### src/rtl/bcd_add_sequencer_pkg.sv
// Shared definitions for the digit-serial BCD adder: FSM encoding, BCD constants
// and a digit validity helper.
package bcd_add_sequencer_pkg;

    localparam int DIGIT_W = 4;

    localparam logic [DIGIT_W-1:0] BCD_MAX = 4'd9;
    localparam logic [DIGIT_W-1:0] BCD_ADJ = 4'd6;

    typedef enum logic [1:0] {
        IDLE = 2'd0,
        RUN  = 2'd1,
        DONE = 2'd2
    } state_e;

    // Plain-vector encodings of the states for legacy code that keeps state as logic.
    localparam logic [1:0] ST_IDLE = 2'(IDLE);
    localparam logic [1:0] ST_RUN  = 2'(RUN);
    localparam logic [1:0] ST_DONE = 2'(DONE);

    function automatic logic digit_invalid(input logic [DIGIT_W-1:0] d);
        return d > BCD_MAX;
    endfunction

endpackage

### src/rtl/bcd_add_sequencer_digit_add.sv
// Combinational single-digit BCD adder with decimal correction.
module bcd_digit_add
    import bcd_add_sequencer_pkg::*;
(
    input  logic [DIGIT_W-1:0] a_d,
    input  logic [DIGIT_W-1:0] b_d,
    input  logic               c,
    output logic [DIGIT_W-1:0] digit,
    output logic               carry
);

    logic [DIGIT_W:0] raw;
    logic [DIGIT_W:0] adj;

    // Invalid input digits still go through the same correction; the 5-bit sum wraps mod 32.
    always_comb begin
        raw = {1'b0, a_d} + {1'b0, b_d} + {{DIGIT_W{1'b0}}, c};
        adj = raw;
        if (raw > {1'b0, BCD_MAX}) begin
            adj = raw + {1'b0, BCD_ADJ};
        end
        digit = adj[DIGIT_W-1:0];
        carry = adj[DIGIT_W];
    end

endmodule

### src/rtl/bcd_add_sequencer.sv
// Digit-serial BCD adder: latches operands on start, adds one digit per cycle
// through a single digit adder, then pulses done for one cycle.
module bcd_add_sequencer
    import bcd_add_sequencer_pkg::*;
#(
    parameter int DIGITS = 4
) (
    input  logic                        clk,
    input  logic                        rst,
    input  logic                        start,
    input  logic [DIGIT_W*DIGITS-1:0]   a,
    input  logic [DIGIT_W*DIGITS-1:0]   b,
    input  logic                        cin,
    output logic                        busy,
    output logic                        done,
    output logic [DIGIT_W*DIGITS-1:0]   sum,
    output logic                        cout,
    output logic                        err
);

    localparam int W     = DIGIT_W * DIGITS;
    localparam int IDX_W = (DIGITS > 1) ? $clog2(DIGITS) : 1;
    localparam logic [IDX_W-1:0] LAST_IDX = IDX_W'(DIGITS - 1);

    logic [1:0]         state;
    logic [W-1:0]       a_sh;
    logic [W-1:0]       b_sh;
    logic [IDX_W-1:0]   index;
    logic               carry;
    logic [DIGIT_W-1:0] digit;
    logic               digit_carry;
    logic               in_err;

    always_comb begin
        in_err = 1'b0;
        for (int i = 0; i < DIGITS; i++) begin
            if (digit_invalid(a[i*DIGIT_W +: DIGIT_W]) || digit_invalid(b[i*DIGIT_W +: DIGIT_W])) begin
                in_err = 1'b1;
            end
        end
    end

    // Operands shift right each RUN cycle so the current digit is always the low nibble.
    bcd_digit_add u_digit_add (
        .a_d   (a_sh[DIGIT_W-1:0]),
        .b_d   (b_sh[DIGIT_W-1:0]),
        .c     (carry),
        .digit (digit),
        .carry (digit_carry)
    );

    always_ff @(posedge clk) begin
        if (rst) begin
            state <= ST_IDLE;
            a_sh  <= '0;
            b_sh  <= '0;
            index <= '0;
            carry <= 1'b0;
            sum   <= '0;
            cout  <= 1'b0;
            err   <= 1'b0;
        end else begin
            case (state)
                ST_IDLE: begin
                    if (start) begin
                        a_sh  <= a;
                        b_sh  <= b;
                        carry <= cin;
                        index <= '0;
                        sum   <= '0;
                        cout  <= 1'b0;
                        err   <= in_err;
                        state <= ST_RUN;
                    end
                end
                ST_RUN: begin
                    sum[index*DIGIT_W +: DIGIT_W] <= digit;
                    carry <= digit_carry;
                    a_sh  <= a_sh >> DIGIT_W;
                    b_sh  <= b_sh >> DIGIT_W;
                    if (index == LAST_IDX) begin
                        index <= '0;
                        cout  <= digit_carry;
                        state <= ST_DONE;
                    end else begin
                        index <= index + 1'b1;
                    end
                end
                ST_DONE: begin
                    state <= ST_IDLE;
                end
                default: begin
                    state <= ST_IDLE;
                end
            endcase
        end
    end

    assign busy = (state != ST_IDLE);
    assign done = (state == ST_DONE);

endmodule

### config.mk
export PLATFORM = sky130hd
export DESIGN_NAME = bcd_add_sequencer
export DESIGN_NICKNAME = d
export VERILOG_FILES = /design/src/rtl/bcd_add_sequencer_pkg.sv /design/src/rtl/bcd_add_sequencer_digit_add.sv /design/src/rtl/bcd_add_sequencer.sv
export SDC_FILE = /design/constraint.sdc
export NUM_CORES = 1
export LEC_CHECK = 0
export CAP_MARGIN = 25
export CORE_UTILIZATION = 55
export CTS_BUF_LIST = sky130_fd_sc_hd__clkbuf_16
export DETAILED_ROUTE_END_ITERATION = 16
export PLACE_DENSITY = 0.84
export SLEW_MARGIN = 40
export SYNTH_ARGS = -nofsm -noshare
export SYNTH_HDL_FRONTEND = slang
export SYNTH_SLANG_ARGS = --single-unit
### constraint.sdc
create_clock -name clk -period 7.8 [get_ports clk]
set_clock_uncertainty 0.1 [all_clocks]
set_input_delay 0.78 -clock clk [delete_from_list [all_inputs] [get_ports clk]]
set_output_delay 0.78 -clock clk [all_outputs]
set_load 0.02 [all_outputs]
# Word-level counts from Yosys, hierarchy flattened
# Index checks and enable logic that the tools add are counted.
[totals] inputBits=36 regBits=55 out_inout_bits=20
[classes] n_lt_le_gt_ge=9 eq_ne=5 reduce_logical=11 mux=23 addsub=5 shift=2
[ops] op="$pmux W16 S2" n=3
[ops] op="$mux W16" n=3
[ops] op="$neg A4 Y34" n=1
[ops] op="$shift A4 B34 Y16 const A" n=1
[ops] op="$shiftx A4 B34 Y16" n=1
[ops] op="$gt A4 B4 Y1 const B" n=8
[ops] op="$bwmux W16" n=1
[ops] op="$mux W2" n=4
[ops] op="$pmux W2 S2" n=2
[ops] op="$mux W1" n=7
[ops] op="$reduce_and A2 Y1" n=3
[ops] op="$add A4 B4 Y5" n=1
[ops] op="$add A5 B1 Y5" n=1
[ops] op="$add A5 B3 Y5 const B" n=1
[ops] op="$gt A5 B4 Y1 const B" n=1
[ops] op="$mux W5" n=1
[ops] op="$eq A2 B2 Y1 const B" n=2
[ops] op="$logic_or A1 B1 Y1" n=4
[ops] op="$ne A2 B2 Y1 const B" n=2
[ops] op="$pmux W1 S2" n=2
[ops] op="$reduce_bool A2 Y1" n=2
[ops] op="$reduce_and A3 Y1" n=1
[ops] op="$add A2 B1 Y2 const B" n=1
[ops] op="$eq A2 B1 Y1 const B" n=1
[ops] op="$logic_not A2 Y1" n=1

# Longest topological paths before layout
[logic_depth] depth_word=7 mapped_depth=10

# Modules after synthesis
# A second synthesis with hierarchy kept.
[hier_totals] hier_cells=318 area_unflattened_um2=2866.5
[modules_own_cells] module="bcd_add_sequencer" area_each_um2=2617.5 cells_per_inst=292 seq_area_each_um2=1101.1 n_inst=1
[modules_own_cells] module="bcd_digit_add" area_each_um2=249.0 cells_per_inst=26 seq_area_each_um2=0.0 n_inst=1

# Least setup slack after synthesis
# OpenSTA, ideal clock, no wires.
[synth_path] kind="reg-to-reg" from="register a_sh[0]" to="register sum[10]" arrival_time_ps=2839 path_stages_with_launch=11 period_less_slack_ps=2998 required_time_ps=7641 setup_ps=59 slack_ps=4802 cell_sequence="dfxtp_1 fa_1 fa_1 clkbuf_1 inv_1 ha_1 nor2b_1 a31o_2 o31ai_2 mux2i_1 a22o_1"
[synth_via] elab_chain_len=7 word_cells_on_any_way=8 cone_classes="3 x add/sub; 1 x order compare; 1 x shift; 3 x mux"
[synth_rtl] element="start, declared" line="bcd_add_sequencer.sv:26" source="logic [W-1:0] a_sh;"
[synth_rtl] element="start signal, assigned" line="bcd_add_sequencer.sv:79" source="a_sh <= a_sh >> DIGIT_W;"
[synth_rtl] element="$add A4 B4 Y5 (*)" line="bcd_add_sequencer_digit_add.sv:17" source="raw = {1'b0, a_d} + {1'b0, b_d} + {{DIGIT_W{1'b0}}, c};"
[synth_rtl] element="$add A5 B1 Y5 (*)" line="bcd_add_sequencer_digit_add.sv:17"
[synth_rtl] element="$add A5 B3 Y5 or $gt A5 B4 Y1 (tied branches)" line="bcd_add_sequencer_digit_add.sv:20, bcd_add_sequencer_digit_add.sv:19"
[synth_rtl] element="$mux W5 (*)" line="bcd_add_sequencer_digit_add.sv:19" source="if (raw > {1'b0, BCD_MAX}) begin"
[synth_rtl] element="$shiftx A4 B34 Y16 (*)" line="bcd_add_sequencer.sv:77" source="sum[index*DIGIT_W +: DIGIT_W] <= digit;"
[synth_rtl] element="$bwmux W16 (*)" line="bcd_add_sequencer.sv:77"
[synth_rtl] element="$pmux W16 S2 (*)" line="bcd_add_sequencer.sv:63" source="case (state)"
[synth_rtl] element="end signal, assigned by index" line="bcd_add_sequencer.sv:77"
[synth_rtl] element="end, declared" line="bcd_add_sequencer.sv:16" source="output logic [DIGIT_W*DIGITS-1:0] sum,"
# Mark *: on every way between the ends. The rest lies on a longest branch, timed or not.
# A chain may end at the register's enable or synchronous reset.

# Worst setup path after layout
[layout_path] from="register a_sh[0]" to="register sum[6]"
# Same word-level chain as after synthesis.

==> impl_metrics.py <==
metrics = {
    "synthesis": {
        "synth.distinct_cells": 47,
        "muxShareOfSynthArea": 0.0162,
        "syn_area_sq_um": 2770,
        "synthFlopType": "dfxtp_1",
        "synth_top_area_cell": "dfxtp_1",
        "avgSynthCellArea_sq_um": 8.06,
        "synth_seq_cells": 55,
        "synthesis.nets": 391,
        "synth_top_family_by_area": "simple AND/OR/NAND/NOR gates",
        "synth_compound_area_frac": 0.227,
        "async_reset_ff_frac": 0,
        "ys_warn_count": 0,
        "synthTopCellsByArea": "dfxtp_1, nand2_1, a311oi_1",
        "synth-seq-area-share": 0.397,
        "syn_inst": 344,
        "synth_xor_area_frac": 0.00316,
        "yosys.area_share.simple": 0.252,
        "synthAdderAreaFrac": 0.0550,
        "synth_edf_count": 0,
        "synth_top_area_frac": 0.397,
    },
    "timing": {
        "finalSetupViolations": 0,
        "rsz0062_at_grt": "no",
        "min_period_over_period": 0.442,
        "setup_tns_ps": 0,
        "slew_headroom": 0.593,
        "timing.fmax_ghz": 0.290,
        "slew_violations": 0,
        "hold_violations": 0,
        "max_slew.worst_pin.slew_ps": 610,
        "finalCriticalPeriod_ps": 3440,
    },
    "worst_setup_path": {
        "reg2reg_from": "a_sh[0]",
        "endpoint_kind": "register",
        "reg2reg_to": "sum[6]",
        "worstPathArrival_ps": 3580,
        "required_ps": 7930,
        "cpMostUsedCell": "fa_1",
        "worstPathCellList": "fa_1 > fa_1 > inv_1 > ha_1 > nor2b_1 > a31o_2 > o31ai_2 > mux2i_1 > a22o_1",
        "path_class": "register to register",
        "setup.worst_path.start_class": "register",
        "slowest_delay_ps": 830,
        "r2r_cells": 9,
        "reg2reg_slack_ps": 4360,
        "worstPathMaxFanout": 16,
        "crit_path_top_delay_cell": "fa_1",
    },
    "min_path": {
        "holdCritPathClass": "register to register",
        "worstHoldStart": "sum[7]",
        "min_path_cells": 2,
        "whs_endpoint": "sum[7]",
    },
    "global_route": {
        "grt_usage": 0.263,
        "grt_pass1_vias": 2385,
        "grt_max_degree": 61,
        "grt_pass1_wl_mm": 11.1,
        "grt_remaining_overflow": 0,
        "antenna_found_initial": 0,
    },
    "placed_design": {
        "finalWeightedCongestion": 0.904,
        "portBuffers": 55,
        "hpwl_mm": 4.62,
    },
    "final_layout": {
        "layout_common_cells": "nand2_1, dfxtp_1, clkdlybuf4s50_1",
        "fin_nets": 425,
        "syn2layout_area_growth_pct": 25.2,
        "layout-drive-gt1-share": 0.0580,
        "antenna_cells": 0,
        "layout_commonest_cell": "nand2_1",
    },
    "routing": {
        "vias": 2667,
        "wl_mm": 6.65,
        "vias_per_cell": 5.98,
        "drt_first_pass_iters": 5,
        "drc": 0,
        "wire_per_inst_microns": 14.9,
        "drt_first_iter_violations": 294,
        "ant_nets": 0,
    },
    "die": {
        "die_w_microns": 73.0,
        "io_pins": 56,
        "coreArea_sq_um": 4790,
        "row_count": 25,
        "die_h_microns": 73.0,
        "initial_core_util": 0.580,
        "die_area_sq_um": 5330,
    },
    "power": {
        "power_density_nw_per_um2": 208,
        "ir_drop_uv": 167,
        "p_total_w": 0.000723,
        "leakagePower_nw": 1.28,
    },
    "clocking": {
        "root_buffer": "clkbuf_16",
        "cts_max_level": 2,
        "clk_pin_slew_worst_paths_ps": 70,
        "insertion_delay_ps": 290,
        "cts_num_sinks": 55,
        "cts_buffers": 5,
        "post_cts_buffers": 0,
        "postCtsHoldBufs": 0,
        "cts_resized": 0,
        "cts_tree": "built",
        "cts_buffer_depth": 2,
    },
    "outcome": {
        "status": "finished clean",
    },
    "job": {
        "drv_cap": 0,
    },
}
==> power by group <==
part	switching, W	internal [W]	total [W]
Sequential	0.0000130	0.000300	0.000312
Combinational	0.0000986	0.0000673	0.000166
Clock	0.0000944	0.000150	0.000244
==> synth_stat cells, types with 3 or more instances <==
master,number
o31ai_1,4
a311oi_1,25
buf_1,3
o21ai_0,10
buf_2,6
nand3_1,10
o31ai_2,3
a22o_1,4
dfxtp_1,55
a21oi_1,21
clkbuf_1,19
mux2i_1,3
nor2b_1,5
nand2_1,66
a32oi_1,3
inv_1,4
nor2_1,43
ha_1,9
nand4_1,5
nor3_1,9
==> state kept, by name (all words and copies together), names as in the netlist <==
| register | count |
|---|---|
| sum | 16 |
| carry | 1 |
| b_sh | 16 |
| index | 2 |
| cout | 1 |
| state | 2 |
| err | 1 |
| a_sh | 16 |
==> worst max path at each step <==
| stage | startpoint | endpoint |
|---|---|---|
| floorplan | a_sh[0] | sum[10] |
| global route | a_sh[0] | sum[10] |
| finish | a_sh[0] | sum[6] |
| global placement | a_sh[0] | sum[10] |
| CTS | a_sh[0] | sum[6] |
| detailed placement | a_sh[0] | sum[6] |
==> final cells by class <==
type	count	area, sq um
Clock inverter	3	38.8
Fill cell	388	1310
Multi-Input combinational cell	256	1550
Timing Repair Buffer	56	556
Tap cell	67	83.8
Inverter	4	15.0
Sequential cell	55	1100
Clock buffer	5	125
==> worst max-delay path: cells and delay by family (launching register included) <==
| family | cells | cell delay (ps) |
|---|---|---|
| simple gates | 1 | 130 |
| compound gates | 3 | 750 |
| mux | 1 | 370 |
| flops | 1 | 330 |
| fa+ha+maj | 3 | 1530 |
| buf+inv | 1 | 180 |
==> stage by stage <==
| step | hold slack, ps | instance area [sq um] | setup WS [ps] | utilization | cells |
|---|---|---|---|---|---|
| after CTS | 362 | 3470 | 4370 | 0.724 | 446 |
| after global routing | 376 | 3470 | 4120 | 0.725 | 446 |
| after global placement | 340 | 3290 | 4480 | 0.688 | 438 |
| after floorplan | 348 | 2770 | 4800 | - | 344 |
| after detailed placement | 347 | 3300 | 4390 | 0.690 | 438 |
| final | 355 | 3470 | 4360 | 0.725 | 446 |
==> routing by layer <==
metal  vias to the layer above  wire length, microns  part of all wire  GRT usage
li1                       1304                     -                 -          -
met3                        12                   357             0.054     0.0497
met5                         -                     0                 0          0
met2                       101                  3300              0.50      0.436
met1                      1250                  2910              0.44      0.346
met4                         0                    76             0.011     0.0784
==> cells by family after synthesis <==
kind of cell,after synthesis
compound gates,85
xor+xnor,1
fa+ha+maj,11
buf+inv,33
flops,55
mux,4
simple gates,155
(Power assumes the default switching activity.)
